## src/rtl/risc_pkg.sv

```systemverilog
// Shared definitions for the multicycle RISC: jump encodings, displacement
// field bounds and the opcode slice positions seen by Controller.
package risc_pkg;

  typedef enum logic [1:0] {
    JMP_NONE = 2'b00,
    JMP_REL  = 2'b01,
    JMP_REG  = 2'b10,
    JMP_RSVD = 2'b11
  } jump_e;

  localparam logic [15:0] RESET_PC_DEFAULT = 16'h0000;

  // Displacement fields are sign-extended from these MSBs down to bit 0
  localparam int DISP_J_MSB = 10;
  localparam int DISP_B_MSB = 7;

  localparam int INSM_MSB = 15;
  localparam int INSM_LSB = 8;
  localparam int INSL_MSB = 1;
  localparam int INSL_LSB = 0;

endpackage

```

## src/rtl/fetch_next_pc.sv

```systemverilog
// Combinational next-PC selection: register target, PC-relative jump,
// taken branch or sequential increment, all modulo 2^ADDR_W.
module fetch_next_pc
  import risc_pkg::*;
#(
  parameter int ADDR_W = 16
) (
  input  logic [ADDR_W-1:0]   pc,
  input  logic [DISP_J_MSB:0] disp_field,
  input  logic                branch,
  input  logic [1:0]          jump,
  input  logic [ADDR_W-1:0]   reg_target,
  output logic [ADDR_W-1:0]   pc_plus1,
  output logic [ADDR_W-1:0]   next_pc
);

  logic [ADDR_W-1:0] disp_j;
  logic [ADDR_W-1:0] disp_b;

  assign pc_plus1 = pc + ADDR_W'(1);
  assign disp_j   = {{(ADDR_W-DISP_J_MSB-1){disp_field[DISP_J_MSB]}}, disp_field};
  assign disp_b   = {{(ADDR_W-DISP_B_MSB-1){disp_field[DISP_B_MSB]}},
                     disp_field[DISP_B_MSB:0]};

  // Register jump beats relative jump beats branch; reserved acts as no-jump
  // but still suppresses the branch.
  always_comb begin
    next_pc = pc_plus1;
    unique case (jump_e'(jump))
      JMP_REG:  next_pc = reg_target;
      JMP_REL:  next_pc = pc_plus1 + disp_j;
      JMP_RSVD: next_pc = pc_plus1;
      JMP_NONE: if (branch) next_pc = pc_plus1 + disp_b;
      default:  next_pc = pc_plus1;
    endcase
  end

endmodule

```

## src/rtl/instr_fetch_unit.sv

```systemverilog
// Fetch stage: owns PC, IR, the sticky halt flag and the retire counter;
// Controller sequences every update through its strobes.
module instr_fetch_unit
  import risc_pkg::*;
#(
  parameter int          ADDR_W   = 16,
  parameter int          DATA_W   = 16,
  parameter logic [ADDR_W-1:0] RESET_PC = ADDR_W'(RESET_PC_DEFAULT)
) (
  input  logic              clk,
  input  logic              Rst,
  input  logic              Buff_PC,
  input  logic              Buff_MEMIns,
  input  logic              Branch,
  input  logic [1:0]        Jump,
  input  logic              Done,
  input  logic [ADDR_W-1:0] RegTarget,
  output logic [ADDR_W-1:0] IMem_Addr,
  input  logic [DATA_W-1:0] IMem_Data,
  output logic [DATA_W-1:0] Ins,
  output logic [7:0]        InsM,
  output logic [1:0]        InsL,
  output logic [ADDR_W-1:0] PC,
  output logic [ADDR_W-1:0] PCplus1,
  output logic              Halted,
  output logic [15:0]       RetireCnt
);

  logic [ADDR_W-1:0] pc_q;
  logic [DATA_W-1:0] ir_q;
  logic              halted_q;
  logic [15:0]       retire_q;
  logic [ADDR_W-1:0] next_pc;

  fetch_next_pc #(.ADDR_W(ADDR_W)) u_next_pc (
    .pc         (pc_q),
    .disp_field (ir_q[DISP_J_MSB:0]),
    .branch     (Branch),
    .jump       (Jump),
    .reg_target (RegTarget),
    .pc_plus1   (PCplus1),
    .next_pc    (next_pc)
  );

  // Done wins over the strobes in its own cycle, so the halting instruction
  // neither moves the PC nor counts as retired.
  always_ff @(posedge clk) begin
    if (Rst) begin
      pc_q     <= RESET_PC;
      ir_q     <= '0;
      halted_q <= 1'b0;
      retire_q <= '0;
    end else if (!halted_q) begin
      if (Done) begin
        halted_q <= 1'b1;
      end else begin
        if (Buff_MEMIns) ir_q <= IMem_Data;
        if (Buff_PC) begin
          pc_q <= next_pc;
          if (retire_q != 16'hFFFF) retire_q <= retire_q + 16'd1;
        end
      end
    end
  end

  assign IMem_Addr = pc_q;
  assign PC        = pc_q;
  assign Ins       = ir_q;
  assign InsM      = ir_q[INSM_MSB:INSM_LSB];
  assign InsL      = ir_q[INSL_MSB:INSL_LSB];
  assign Halted    = halted_q;
  assign RetireCnt = retire_q;

endmodule

```

## config.mk

```make
export PLATFORM = sky130hd
export DESIGN_NAME = instr_fetch_unit
export DESIGN_NICKNAME = d
export VERILOG_FILES = /design/src/rtl/risc_pkg.sv /design/src/rtl/fetch_next_pc.sv /design/src/rtl/instr_fetch_unit.sv
export SDC_FILE = /design/constraint.sdc
export NUM_CORES = 1
export LEC_CHECK = 0
export ABC_AREA = 0
export BUFFER_PORTS_ARGS = -buffer_cell sky130_fd_sc_hd__buf_4
export CAP_MARGIN = 30
export CORE_MARGIN = 2
export CORE_UTILIZATION = 51
export CTS_CLUSTER_DIAMETER = 100
export DETAILED_ROUTE_END_ITERATION = 6
export GPL_ROUTABILITY_DRIVEN = 0
export PLACE_DENSITY = 0.87
export SLEW_MARGIN = 0
export SYNTH_ARGS = -nofsm -noshare
export SYNTH_HDL_FRONTEND = slang
export SYNTH_SLANG_ARGS = --single-unit
```

## constraint.sdc

```tcl
create_clock -name clk -period 3.67 [get_ports clk]
set_input_delay 0.367 -clock clk [delete_from_list [all_inputs] [get_ports clk]]
set_output_delay 0.367 -clock clk [all_outputs]
set_load 0.05 [all_outputs]
```

## Word level (Yosys, flattened, before mapping)

Cells that the tools add are included.

| cells by class | value |
|---|---|
| $add $sub $neg | 4 |
| eq/ne operators | 4 |
| mux-type cells | 4 |
| bitwise gates (word level) | 2 |
| reductions and logical operators | 4 |

Operators with widths:

| cell | count |
|---|---|
| $pmux W16 S4 | 1 |
| $add A16 B1 Y16 const B | 2 |
| $add A16 B16 Y16 | 2 |
| $mux W16 | 1 |
| $ne A16 B16 Y1 const B | 1 |
| $reduce_and A3 Y1 | 2 |
| $eq A2 B2 Y1 const B | 2 |
| $reduce_and A4 Y1 | 1 |
| $eq A2 B1 Y1 const B | 1 |
| $logic_not A2 Y1 | 1 |
| $mux W1 | 2 |
| $not A1 Y1 | 2 |

| word-level totals | value |
|---|---|
| register bits after elaboration | 49 |
| input port bits | 40 |
| word-level logic and storage cells | 22 |

## Longest topological paths before layout

| depth | value |
|---|---|
| depth after elaboration | 4 |
| mapped depth | 14 |

## By module

From an unflattened synthesis, not the netlist that was laid out.

| unflattened totals | value |
|---|---|
| cells, all modules | 554 |
| area total of the unflattened synthesis | 4,170.2 µm² |

By module, submodules not included:

| module | instances | cells an instance | area an instance (µm²) | sequential area each (µm²) |
|---|---|---|---|---|
| instr_fetch_unit | 1 | 266 | 2,177.1 | 980.9 |
| fetch_next_pc | 1 | 288 | 1,993.2 | 0.0 |

## Worst setup path before layout

OpenSTA, ideal clock, no wires.

| timing path | value |
|---|---|
| kind | reg2reg |
| start point | register pc_q[0], in the netlist IMem_Addr[0] |
| end point | register pc_q[15], in the netlist IMem_Addr[15] |
| library setup time | 0.116 ns |
| data arrival time | 4.324 ns |
| path slack | -0.769 ns |
| cell stages (with the launch flop) | 15 |
| clock period less this slack | 4.439 ns |
| path through | dfxtp_1 -> ha_1 -> nand3_1 -> nor2_1 -> nand2_1 -> xnor2_1 -> ha_1 -> a21oi_1 -> o21ai_0 -> or3_1 -> o2111ai_1 -> nand3b_1 -> a31o_2 -> a21o_1 -> a31o_1 |

| between the ends | value |
|---|---|
| longest elaborated chain between the ends | 4 |
| elaborated cells between the ends (all ways) | 5 |
| classes of those cells | add/sub: 3; mux: 2 |

RTL lines:

| what | line | source |
|---|---|---|
| from (decl) | instr_fetch_unit.sv:29 | `logic [ADDR_W-1:0] pc_q;` |
| from (signal assigned) | instr_fetch_unit.sv:59 | `pc_q <= next_pc;` |
| $add A16 B1 Y16 * | fetch_next_pc.sv:20 | `assign pc_plus1 = pc + ADDR_W'(1);` |
| named net PCplus1[8] | instr_fetch_unit.sv:24 | `output logic [ADDR_W-1:0] PCplus1,` |
| $add A16 B16 Y16 | fetch_next_pc.sv:33 | `JMP_NONE: if (branch) next_pc = pc_plus1 + disp_b;` |
| $mux W16 | fetch_next_pc.sv:33 |  |
| $pmux W16 S4 * | fetch_next_pc.sv:29 | `unique case (jump_e'(jump))` |

The timed path passes the listed nets; every way through them passes the cells marked *.
A chain may end at the register's enable or synchronous reset.

## Final worst setup path

| timing path | value |
|---|---|
| start point | register pc_q[0], in the netlist IMem_Addr[0] |
| end point | register pc_q[15], in the netlist IMem_Addr[15] |

| between the ends | value |
|---|---|
| longest elaborated chain between the ends | 4 |
| elaborated cells between the ends (all ways) | 5 |
| classes of those cells | add/sub: 3; mux: 2 |

RTL lines:

| what | line |
|---|---|
| $add A16 B1 Y16 * | fetch_next_pc.sv:20 |
| $add A16 B16 Y16 | fetch_next_pc.sv:33 |
| $mux W16 | fetch_next_pc.sv:33 |
| $pmux W16 S4 * | fetch_next_pc.sv:29 |

Mark *: on every way between the ends. The rest lies on a longest branch, timed or not.

==> metrics.csv <==
stage;metric;value;unit
job;Max Cap Viol;0;
synth;Gate Count Post-Synth;484;
grt;largest net degree at the start of global routing;51;
layout;post-route cell area;4826;um2
min_path;Worst Hold Class;in2reg;
routing;Initial DRT Pass Iterations;5;
floorplan;Die Ht;90.22;um
worst_setup_path;data required time at the worst endpoint;3.87;ns
worst_setup_path;Reg2Reg Setup Slack;0.22;ns
power;worst vdd ir;0.2162;mV
floorplan;Die ar.;8140;um2
worst_setup_path;most frequent CP cell;ha_1;
synth;Synthesized Nets;551;
min_path;hold path endpoint;Ins[5];
clock_network;htree depth;2;
clock_network;Hold Buf Count CTS;0;
placed_design;worst slack, placed;0.1500;ns
timing;final clock skew;0.005139;ns
clock_network;clk_lat worst skew;0.30;ns
synth;area leader, netlist;dfxtp_1;
synth;Yosys top cell area share;25.87;%
placed_design;detailed placement HPWL;8.308;mm
worst_setup_path;crit-path max cell delay;0.39;ns
synth;Most used DFF post-synth;dfxtp_1;
grt;first-pass GRT wire length;17.63;mm
min_path;hold depth;3;
placed_design;Placed Instance Area;4718;um2
timing;share of the cycle needed by the critical path after routing;93.89;%
layout;Area growth syn-to-layout;27.29;%
synth;post-synth design cell area;3791;um2
floorplan;IO Pins;131;
worst_setup_path;CP Depth;14;
timing;Setup TNS;0;ns
worst_setup_path;Startpoint Class;register;
grt;GR Overflow Total;0;
routing;vias;3912;
worst_setup_path;crit path max fanout;7;
power;P per Cell Area;273.9;nW/um2
floorplan;die width;90.22;um
clock_network;CTS root buf;clkbuf_8;
layout;final net count;646;
timing;final setup vio count;0;
clock_network;clock slew at the register clock pins of the worst setup and hold paths;0.09;ns
routing;ANT nets after route;0;
power;Tot Pwr;0.001322;W
clock_network;CTS Buf Count;5;
worst_setup_path;Crit Path Class;reg2reg;
synth;Synth area leaders;dfxtp_1, ha_1, nand2_1;
routing;# DRC;0;
placed_design;# port buffers;130;
timing;minimum clock period;3.446;ns
worst_setup_path;worst-path cell chain;ha_1, nand3_2, nor2_4, and4_2, xor2_4, ha_1, a21oi_1, o21ai_0, or3_1, o2111ai_2, nand3b_1, a31o_2, a21o_1, a31o_1;
routing;final WL;10.85;mm
clock_network;Sink Count;49;
timing;min setup slack post-route;0.2241;ns
run_status;status;finished clean;
synth;Distinct cells, synth;59;
placed_design;DP Cell Count;671;
grt;initial antenna violation count;0;
grt;Total GRT Usage;26.16;%
clock_network;TritonCTS clock tree;built;
timing;Fmax;0.2902;GHz
worst_setup_path;Crit. End Element;register;
worst_setup_path;Reg2Reg Depth;14;
worst_setup_path;R2R Path Start;IMem_Addr[0];
layout;post-route insts no fill;679;
synth;fraction of registers with async set or reset after synthesis;0;%
routing;Starting DRT DRC Count;239;
synth;#FFs+latches synth;49;
synth;synth cell count leaders;nand2_1, nor2_1, dfxtp_1;
timing;RSZ-0062 raised after global routing;no;
floorplan;initial core utilization;52.55;%
synth;Post-synth EDFFs;0;
power;P_leak;2.256;nW
grt;vias in the first global route;3748;
timing;Rel. slew slack;51.87;%
worst_setup_path;Top delay family on crit path;simple AND/OR/NAND/NOR gates;
layout;share of layout cells above drive strength 1;30.52;%
worst_setup_path;WP buf/inv;0;
worst_setup_path;critical path arrival;3.65;ns
worst_setup_path;slowest cell on the critical path;dfxtp_4;
routing;via/cell ratio;5.761;
min_path;hold path start;IMem_Data[5];
synth;syn_area_per_cell;7.833;um2
synth;register area share after synthesis;25.87;%
clock_network;Clock Tree Buf Depth;2;
floorplan;Core Footprint;7214;um2
routing;WL/cell;15.98;um
timing;final hold vios;0;
floorplan;Rows;31;
synth;warnings from Yosys;0;
worst_setup_path;reg-to-reg critical path endpoint;IMem_Addr[15];
synth;most common cell in the netlist;nand2_1;
timing;Final Max Slew Viols;0;
layout;antenna diode count;0;
timing;Slew @ Worst Pin;0.7219;ns
clock_network;post-CTS setup buffers;0;
## how the worst max path moves through the flow
| stage | slack [ns] | startpoint | endpoint |
|---|---|---|---|
| after floorplan | 0.03 | IMem_Addr[0] | IMem_Addr[15] |
| after global placement | 0.24 | IMem_Addr[0] | IMem_Addr[15] |
| after detailed placement | 0.15 | IMem_Addr[0] | IMem_Addr[15] |
| after CTS | 0.10 | IMem_Addr[0] | IMem_Addr[15] |
| after global routing | 0.007 | IMem_Addr[0] | IMem_Addr[12] |
| final | 0.22 | IMem_Addr[0] | IMem_Addr[15] |
## stage by stage
| stage | hold WS, ns | util, % |
|---|---|---|
| after global placement | 0.4599 | 65.40 |
| after CTS | 0.3019 | 66.60 |
| after floorplan | 0.5030 | - |
| after detailed placement | 0.4711 | 65.40 |
| final | 0.3017 | 66.89 |
| after global routing | 0.3062 | 66.89 |
## tightest hold or removal path, stage by stage
cell and delay, ns:
buf_4 0.11, nand2_1 0.04, a21oi_1 0.05
## layout make-up
cell class / count / area, um2
fill: 619 / 2389
clock inverter: 3 / 17.52
multi-input combinational: 383 / 2600
inverter: 8 / 30.03
tap: 99 / 123.9
timing repair buffer: 132 / 991.0
sequential: 49 / 994.7
clock buffer: 5 / 68.82
## logic make-up (layout without fill, tap and decap cells)
family	count (synthesis)	count (layout)	share of synthesized area, %
simple gates	187	187	21.98
mux	6	6	2.310
flops	49	49	25.87
compound gates	118	118	21.16
buf+inv	52	148	9.175
fa+ha+maj	27	27	9.109
xor+xnor	45	45	10.40
## routing by layer
layer	global-route usage, %	vias up	wire (um)
li1	-	1889	-
met2	47.24	175	5426
met1	31.92	1821	4407
met3	4.275	27	759
met5	0	-	0
met4	7.692	0	255
## state kept, by name, summed over array words and instances (netlist names)
signal,cells
Ins,16
Halted,1
IMem_Addr,16
RetireCnt,16
## layout by cell type, fill, tap and decap left out, types with 8 or more instances in the layout
cell type | Yosys | final
buf_4 | 28 | 132
nand2_1 | 79 | 79
nor2_1 | 54 | 53
dfxtp_1 | 49 | 42
a21oi_1 | 42 | 42
ha_1 | 26 | 26
xor2_1 | 30 | 23
nand3_1 | 19 | 18
o21ai_0 | 12 | 12
xnor2_1 | 15 | 11
o211ai_1 | 8 | 8
a21o_1 | 8 | 8
## timing repair
item | 4_1_cts | 5_1_grt
hold endpoints to repair | 0 | 0
resized for setup | 0 | 6
endpoints found under the setup margin | 0 | 3
## power by group
| part | leakage, nW | internal (W) | switching [W] | total [W] |
|---|---|---|---|---|
| combinational | 1.81 | 0.000145 | 0.000279 | 0.000424 |
| clock | 0.0439 | 0.000132 | 0.000187 | 0.000319 |
| sequential | 0.402 | 0.000549 | 0.0000297 | 0.000579 |
(Power assumes the default switching activity.)
